[config.mk]
export PLATFORM = sky130hd
export DESIGN_NAME = sram_port_arbiter
export DESIGN_NICKNAME = d
export VERILOG_FILES = /design/src/rtl/sram_port_arbiter.sv
export SDC_FILE = /design/constraint.sdc
export NUM_CORES = 1
export LEC_CHECK = 0
export BUFFER_PORTS_ARGS = -buffer_cell sky130_fd_sc_hd__buf_4
export CAP_MARGIN = 25
export CORE_AREA = 4 4 93 95
export DETAILED_ROUTE_END_ITERATION = 12
export DIE_AREA = 0 0 97 99
export GPL_TIMING_DRIVEN = 0
export PLACE_DENSITY_LB_ADDON = 0.12
export SYNTH_ARGS = -nofsm -noshare
export SYNTH_HDL_FRONTEND = slang
export SYNTH_SLANG_ARGS = --single-unit
[constraint.sdc]
create_clock -name HCLK -period 2 [get_ports HCLK]
set_input_delay 0.2 -clock HCLK [delete_from_list [all_inputs] [get_ports HCLK]]
set_output_delay 0.2 -clock HCLK [all_outputs]
set_load 0.01 [all_outputs]
[src/rtl/sram_port_arbiter.sv]
`default_nettype none
// ============================================================================
// Module   : sram_port_arbiter
// Purpose  : Round-robin arbiter sharing one synchronous SRAM port between two
//            masters, with hold-counter-bounded locked bursts.
// Revision : 1.0
// ============================================================================
module sram_port_arbiter #(
    parameter int ADDR_W    = 10,
    parameter int DATA_W    = 32,
    parameter int BE_W      = DATA_W / 8,
    parameter int MAX_BURST = 8
) (
    input  logic              HCLK,
    input  logic              HRESETn,
    input  logic              m0_req,
    input  logic              m0_lock,
    input  logic              m0_wen,
    input  logic [ADDR_W-1:0] m0_addr,
    input  logic [BE_W-1:0]   m0_byte_en,
    input  logic [DATA_W-1:0] m0_wdata,
    output logic              m0_gnt,
    output logic              m0_rvalid,
    output logic [DATA_W-1:0] m0_rdata,
    input  logic              m1_req,
    input  logic              m1_lock,
    input  logic              m1_wen,
    input  logic [ADDR_W-1:0] m1_addr,
    input  logic [BE_W-1:0]   m1_byte_en,
    input  logic [DATA_W-1:0] m1_wdata,
    output logic              m1_gnt,
    output logic              m1_rvalid,
    output logic [DATA_W-1:0] m1_rdata,
    output logic              sram_en,
    output logic              sram_wen,
    output logic [ADDR_W-1:0] sram_addr,
    output logic [BE_W-1:0]   sram_byte_en,
    output logic [DATA_W-1:0] sram_wdata,
    input  logic [DATA_W-1:0] sram_rdata
);

    localparam int                 c_cnt_w = $clog2(MAX_BURST + 1);
    localparam logic [c_cnt_w-1:0] c_max   = c_cnt_w'(MAX_BURST);
    localparam logic [c_cnt_w-1:0] c_one   = c_cnt_w'(1);

    logic               r_last_gnt;
    logic               r_owner_locked;
    logic               r_owner;
    logic [c_cnt_w-1:0] r_burst_cnt;
    logic [1:0]         r_rd_pend;

    logic [1:0]         w_req;
    logic [1:0]         w_gnt;
    logic               w_lock_hold;
    logic               w_gsel;
    logic               w_next_lock;

    assign w_req = {m1_req, m0_req};

    // The owner keeps the port unless its burst budget is spent while the other master waits.
    assign w_lock_hold = r_owner_locked & w_req[r_owner]
                       & ((r_burst_cnt < c_max) | ~w_req[~r_owner]);

    always_comb begin
        w_gnt = 2'b00;
        if (HRESETn) begin
            if (w_lock_hold) begin
                w_gnt[r_owner] = 1'b1;
            end else begin
                case (w_req)
                    2'b01:   w_gnt = 2'b01;
                    2'b10:   w_gnt = 2'b10;
                    2'b11:   w_gnt = r_last_gnt ? 2'b01 : 2'b10;
                    default: w_gnt = 2'b00;
                endcase
            end
        end
    end

    assign w_gsel      = w_gnt[1];
    assign w_next_lock = w_gsel ? m1_lock : m0_lock;

    assign m0_gnt = w_gnt[0];
    assign m1_gnt = w_gnt[1];
    assign sram_en = |w_gnt;

    always_comb begin
        sram_wen     = 1'b0;
        sram_addr    = '0;
        sram_byte_en = '0;
        sram_wdata   = '0;
        if (w_gnt[0]) begin
            sram_wen     = m0_wen;
            sram_addr    = m0_addr;
            sram_byte_en = m0_byte_en;
            sram_wdata   = m0_wdata;
        end else if (w_gnt[1]) begin
            sram_wen     = m1_wen;
            sram_addr    = m1_addr;
            sram_byte_en = m1_byte_en;
            sram_wdata   = m1_wdata;
        end
    end

    always_ff @(posedge HCLK or negedge HRESETn) begin
        if (!HRESETn) begin
            r_last_gnt     <= 1'b1;
            r_owner_locked <= 1'b0;
            r_owner        <= 1'b0;
            r_burst_cnt    <= '0;
            r_rd_pend      <= 2'b00;
        end else begin
            r_rd_pend <= w_gnt & ~{m1_wen, m0_wen};
            if (|w_gnt) begin
                r_last_gnt     <= w_gsel;
                r_owner        <= w_gsel;
                r_owner_locked <= w_next_lock;
                if ((w_gsel == r_owner) && r_owner_locked) begin
                    r_burst_cnt <= (r_burst_cnt == c_max) ? r_burst_cnt : r_burst_cnt + c_one;
                end else begin
                    r_burst_cnt <= c_one;
                end
            end else begin
                r_owner_locked <= 1'b0;
                r_burst_cnt    <= '0;
            end
        end
    end

    assign m0_rvalid = r_rd_pend[0];
    assign m1_rvalid = r_rd_pend[1];
    assign m0_rdata  = sram_rdata;
    assign m1_rdata  = sram_rdata;

endmodule
`default_nettype wire

Yosys cells after proc, flatten, opt, wreduce, memory -nomap -nowiden
Cells that the tools add are included.

$add $sub $neg: 1. Multiplexer cells: 23. Magnitude comparators: 4. Bitwise logic cells: 7. Reduce and logical (&&, ||, !) cells: 3. Equal/unequal tests: 6.

Operator list (count): two-way mux 32 bit (2); two-way mux 10 bit (2); two-way mux 4 bit (5); two-way mux 1 bit (9); two-way mux 2 bit (3); one-hot mux 2 bit (3 select lines) (1); adder 4 x 1 -> 4 bit (second input constant) (1); equality test 2 bit (second input constant) (2); equality test 4 bit (second input constant) (1); < comparator 1 x 2 -> 1 bit (second input constant) (2); < comparator 4 bit (second input constant) (1); != test 3 bit (second input constant) (1); AND 1 bit (2); AND 2 bit (1); equality test 2 x 1 -> 1 bit (second input constant) (1); logical AND 1 bit (2); NOT 1 bit (2); NOT 2 bit (1); OR reduction 2 bit (1); demux 1 bit (select 1 bit) (1); equality test 1 bit (1); >= comparator 1 bit (second input constant) (1); OR 1 bit (1).

Word-level logic and storage cells: 49. Register bits after elaboration: 9. Output and inout port bits: 116. Input port bits: 132.

Depth between registers and ports, before layout
Word-level depth: 12. Gate-level depth with buffers: 7. Mapped depth without buffers: 6.

Least setup slack after synthesis
OpenSTA, ideal clock, no wires.

Kind: register -> output. Start point: reg r_burst_cnt[3]. End point: out sram_addr[0]. Data required time: 1.800 ns. Arrival: 1.372 ns. Buffers on the path: 3. Slack: 0.428 ns. Stages on the path, launching flop included: 8. Cell sequence: dfrtp_1 -> buf_6 -> nand2b_4 -> a31oi_1 -> o21a_1 -> buf_6 -> buf_6 -> a22o_1.

Cells in the longest elaborated chain, start to end: 7.

Ends and longest elaborated chain: start, declared (line 49) `logic [c_cnt_w-1:0] r_burst_cnt;`; start signal, assigned (line 119) `r_burst_cnt <= (r_burst_cnt == c_max) ? r_burst_cnt : r_burst_cnt + c_one;`; start signal, assigned (line 121) `r_burst_cnt <= c_one;`; < comparator 4 bit (line 62) `& ((r_burst_cnt < c_max) | ~w_req[~r_owner]);`; OR 1 bit (line 62); AND 1 bit (line 62); two-way mux 2 bit (line 67) `if (w_lock_hold) begin`; two-way mux 2 bit (line 66) `if (HRESETn) begin`; named net m1_gnt (line 31) `output logic m1_gnt,`; two-way mux 10 bit (line 97) `end else if (w_gnt[1]) begin`; two-way mux 10 bit (line 92) `if (w_gnt[0]) begin`; end, declared (line 36) `output logic [ADDR_W-1:0] sram_addr,`.

The timed path passes the listed nets, and every way through them passes these cells.

Worst setup path in the final report
Start point: reg r_last_gnt. End point: out sram_wdata[30].

Cells in the longest elaborated chain, start to end: 6.

Ends and longest elaborated chain: start, declared (line 46) `logic r_last_gnt;`; start signal, assigned (line 115) `r_last_gnt <= w_gsel;`; two-way mux 2 bit * (line 73) `2'b11: w_gnt = r_last_gnt ? 2'b01 : 2'b10;`; one-hot mux 2 bit (3 select lines) * (line 70) `case (w_req)`; two-way mux 2 bit * (line 67); two-way mux 2 bit * (line 66); two-way mux 32 bit (line 97); two-way mux 32 bit * (line 92); end, declared (line 38) `output logic [DATA_W-1:0] sram_wdata,`.

Mark *: on every way between the ends. The rest lies on a longest branch, timed or not.

==> impl_metrics.csv <==
group,metric,value,unit
floorplanning,start_util,0.201,
final_layout,layout-drive-gt1-share,0.773,
critical_path,crit_fanout,10,
floorplanning,rows,32,
logic_synthesis,synth_top_area_cell,"buf_4",
critical_path,crit_required,1800,ps
route,drt-vias-per-instance,4.24,
hold_path,hp-class,"primary input to register",
power,leakagePower,0.00199,µW
timing,worst_pin_slew,390,ps
critical_path,critPathTopFamily,"flip-flops",
critical_path,r2r-end,"r_owner_locked$_DFF_PN0_",
hold_path,hp-start,"m0_wen",
critical_path,path_buf_inv,3,
timing,rsz0062_at_grt,"true",
final_layout,post-route-util,0.462,
power,powerDensity,387,nW/µm²
clock_tree,clockBufferDepth,2,
timing,whs,129,ps
global_routing,grt_util_all_layers,0.154,
route,routedWlPerCell,16.1,µm
critical_path,cp_cell_sequence,"nand2b_4, o2111a_1, buf_6, buf_6, a22o_1, buf_6",
final_layout,nNetsFinal,544,
global_routing,antenna_found_initial,0,
final_layout,area_growth,130,%
route,first_iter_violations,49,
power,p_seq_frac,0.163,
clock_tree,insertion_delay,240,ps
logic_synthesis,ys_ff_latch,9,
power,intPower,929,µW
final_layout,antenna_cells,0,
timing,fmax,503,MHz
timing,skew,0.486,ps
floorplanning,die_area,9600,µm²
global_routing,grt_pass1_wl,11.9,mm
critical_path,max_stage_delay,570,ps
clock_tree,cts_tree,"yes",
route,ant_nets,0,
logic_synthesis,yosys_warnings,0,
critical_path,cp_num_cells,6,
critical_path,regToRegSetupSlack,430,ps
route,vias,2169,
timing,final_hold_viol_count,0,
logic_synthesis,synth_cells,176,
floorplanning,num_io_pins,248,
placement,gp_congestion,0.789,
power,swShare,0.327,
critical_path,critPathLaunchType,"register",
outcome,status,"finished clean",
logic_synthesis,synth_top_area_frac,0.315,
logic_synthesis,netlist_top_cells_area,"buf_4 (31%), a22o_1 (27%), dfrtp_1 (13%)",
logic_synthesis,synth.avg_cell_area,8.81,µm²
placement,placed_area,3290,µm²
floorplanning,core,7730,µm²
timing,slew_headroom,0.737,
hold_path,min_path_cells,2,
critical_path,worst_setup_path_end_kind,"output port",
clock_tree,cts_sinks,9,
logic_synthesis,ys_seq_area_frac,0.146,
clock_tree,numCtsBuffers,3,
clock_tree,cts_root_buf,"clkbuf_8",
floorplanning,dieWidth,97,µm
timing,fin_crit_sh,0.994,
final_layout,final_area,3570,µm²
placement,port_buffers,215,
timing,period_minus_slack,1990,ps
floorplanning,die_h,99,µm
power,power_frac_clock,0.162,
global_routing,overflow,0,
clock_tree,htreeDepth,1,
flow_run,cap_violations,0,
timing,final_max_slew_viol_count,0,
global_routing,grt_max_degree,11,
route,drc,0,
critical_path,rr_startpoint,"r_owner_locked$_DFF_PN0_",
logic_synthesis,yosysUniqueCellTypes,31,
global_routing,grt_pass1_vias,2228,
critical_path,slowest_stage,"dfstp_2",
power,combPwrFrac,0.675,
timing,setup_violations,0,
clock_tree,path_clk_slew,50,ps
route,wl,8.22,mm
critical_path,rr_worst_depth,8,
critical_path,crit_top_cell,"buf_6",
critical_path,critPathKind,"register to output port",
logic_synthesis,syn_nets,310,
placement,dp_hpwl,6.97,mm
critical_path,cp_data_arrival_time,1790,ps
timing,setup-tns-final,0,ps
hold_path,whs_endpoint,"r_rd_pend[0]$_DFF_PN0_",
logic_synthesis,synth_area,1550,µm²
power,peakVddDrop,0.170,mV
power,switchingPower,452,µW
route,first_pass_iters,4,
## cells by family after synthesis
logic type	after synthesis	share of synthesized area
compound gates	62	0.340
xor+xnor	2	0.0113
fa+ha+maj	2	0.0161
buf+inv	82	0.414
flops	9	0.146
mux	1	0.00646
simple gates	18	0.0662
## placed cells by master, fill, tap and decap left out, types with 3 or more instances in the layout
cell type  instances
buf_4            282
a22o_1            46
buf_6             16
dfrtp_1            6
inv_1              5
nand3_1            4
buf_8              4
nor2_1             4
nand2_1            3
clkbuf_8           3
## power by group through the flow
stage | clock, µW | sequential (µW) | combinational, µW
final | 224 | 225 | 933
after global routing | 242 | 227 | 1000
after CTS | 230 | 223 | 901
after detailed placement | 0 | 227 | 857
after global placement | 0 | 227 | 853
after floorplan | 0 | 223 | 400
## layer usage
| metal | track usage | wire length, µm | vias up |
|---|---|---|---|
| met1 | 0.160 | 2840 | 973 |
| met5 | 0 | 0 | - |
| met3 | 0.0637 | 972 | 5 |
| li1 | - | - | 1041 |
| met4 | 0.0292 | 59 | 0 |
| met2 | 0.290 | 4350 | 150 |
## Yosys cell counts
cell type	instances
buf_4	65
a22o_1	48
buf_6	12
dfrtp_1	8
inv_1	5
nand3_1	4
nor2_1	4
nand2_1	3
a21o_1	2
ha_1	2
o2111a_1	2
o21ai_0	2
a211oi_1	1
a21boi_0	1
a21oi_1	1
a311oi_1	1
a31oi_1	1
and2b_1	1
dfstp_2	1
mux2i_1	1
nand2b_1	1
nand2b_4	1
nand3b_1	1
nand4b_1	1
nor2b_1	1
o211a_1	1
o21a_1	1
o22ai_1	1
or2_2	1
xnor2_1	1
xor2_1	1
## worst max-delay path by stage
stage | from | end | slack [ps]
floorplan | r_burst_cnt[3]$_DFFE_PN0P_ | sram_addr[0] | 430
global placement | r_burst_cnt[3]$_DFFE_PN0P_ | sram_byte_en[1] | 190
detailed placement | r_burst_cnt[3]$_DFFE_PN0P_ | sram_wdata[30] | 180
CTS | r_burst_cnt[3]$_DFFE_PN0P_ | sram_wdata[12] | -6
global route | r_burst_cnt[3]$_DFFE_PN0P_ | sram_wdata[30] | -100
finish | r_last_gnt$_DFFE_PN1P_ | sram_wdata[30] | 10
## cell type report
type                       instances  area [µm²]
fill                             777        4160
timing repair buffer             230        1800
multi-input combinational         85         722
buffer                            76         631
sequential                         9         229
tap                              102         128
clock buffer                       4        45.0
inverter                           5        18.8
## state kept, by name, summed over array words and instances, names as in the netlist
signal and flops:
r_owner_locked 1, r_rd_pend 2, r_owner 1, r_last_gnt 1, r_burst_cnt 4
## per-stage QoR
| stage | cells | worst slack [ps] | power, µW |
|---|---|---|---|
| after global routing | 511 | -96.7 | 1470 |
| after global placement | 493 | 189 | 1080 |
| after CTS | 507 | -6.45 | 1350 |
| after floorplan | 176 | 428 | 623 |
| after detailed placement | 493 | 176 | 1080 |
| final | 511 | 12.8 | 1380 |
## timing repair
item	4_1_cts	5_1_grt
cloned	2	2
hold endpoints to repair	8	0
endpoints found under the setup margin	47	46
buffers inserted	6	3
pin swaps	4	9
hold buffers	2	0
resized for setup	10	12
No activity file was read; power rests on OpenSTA's default activity.
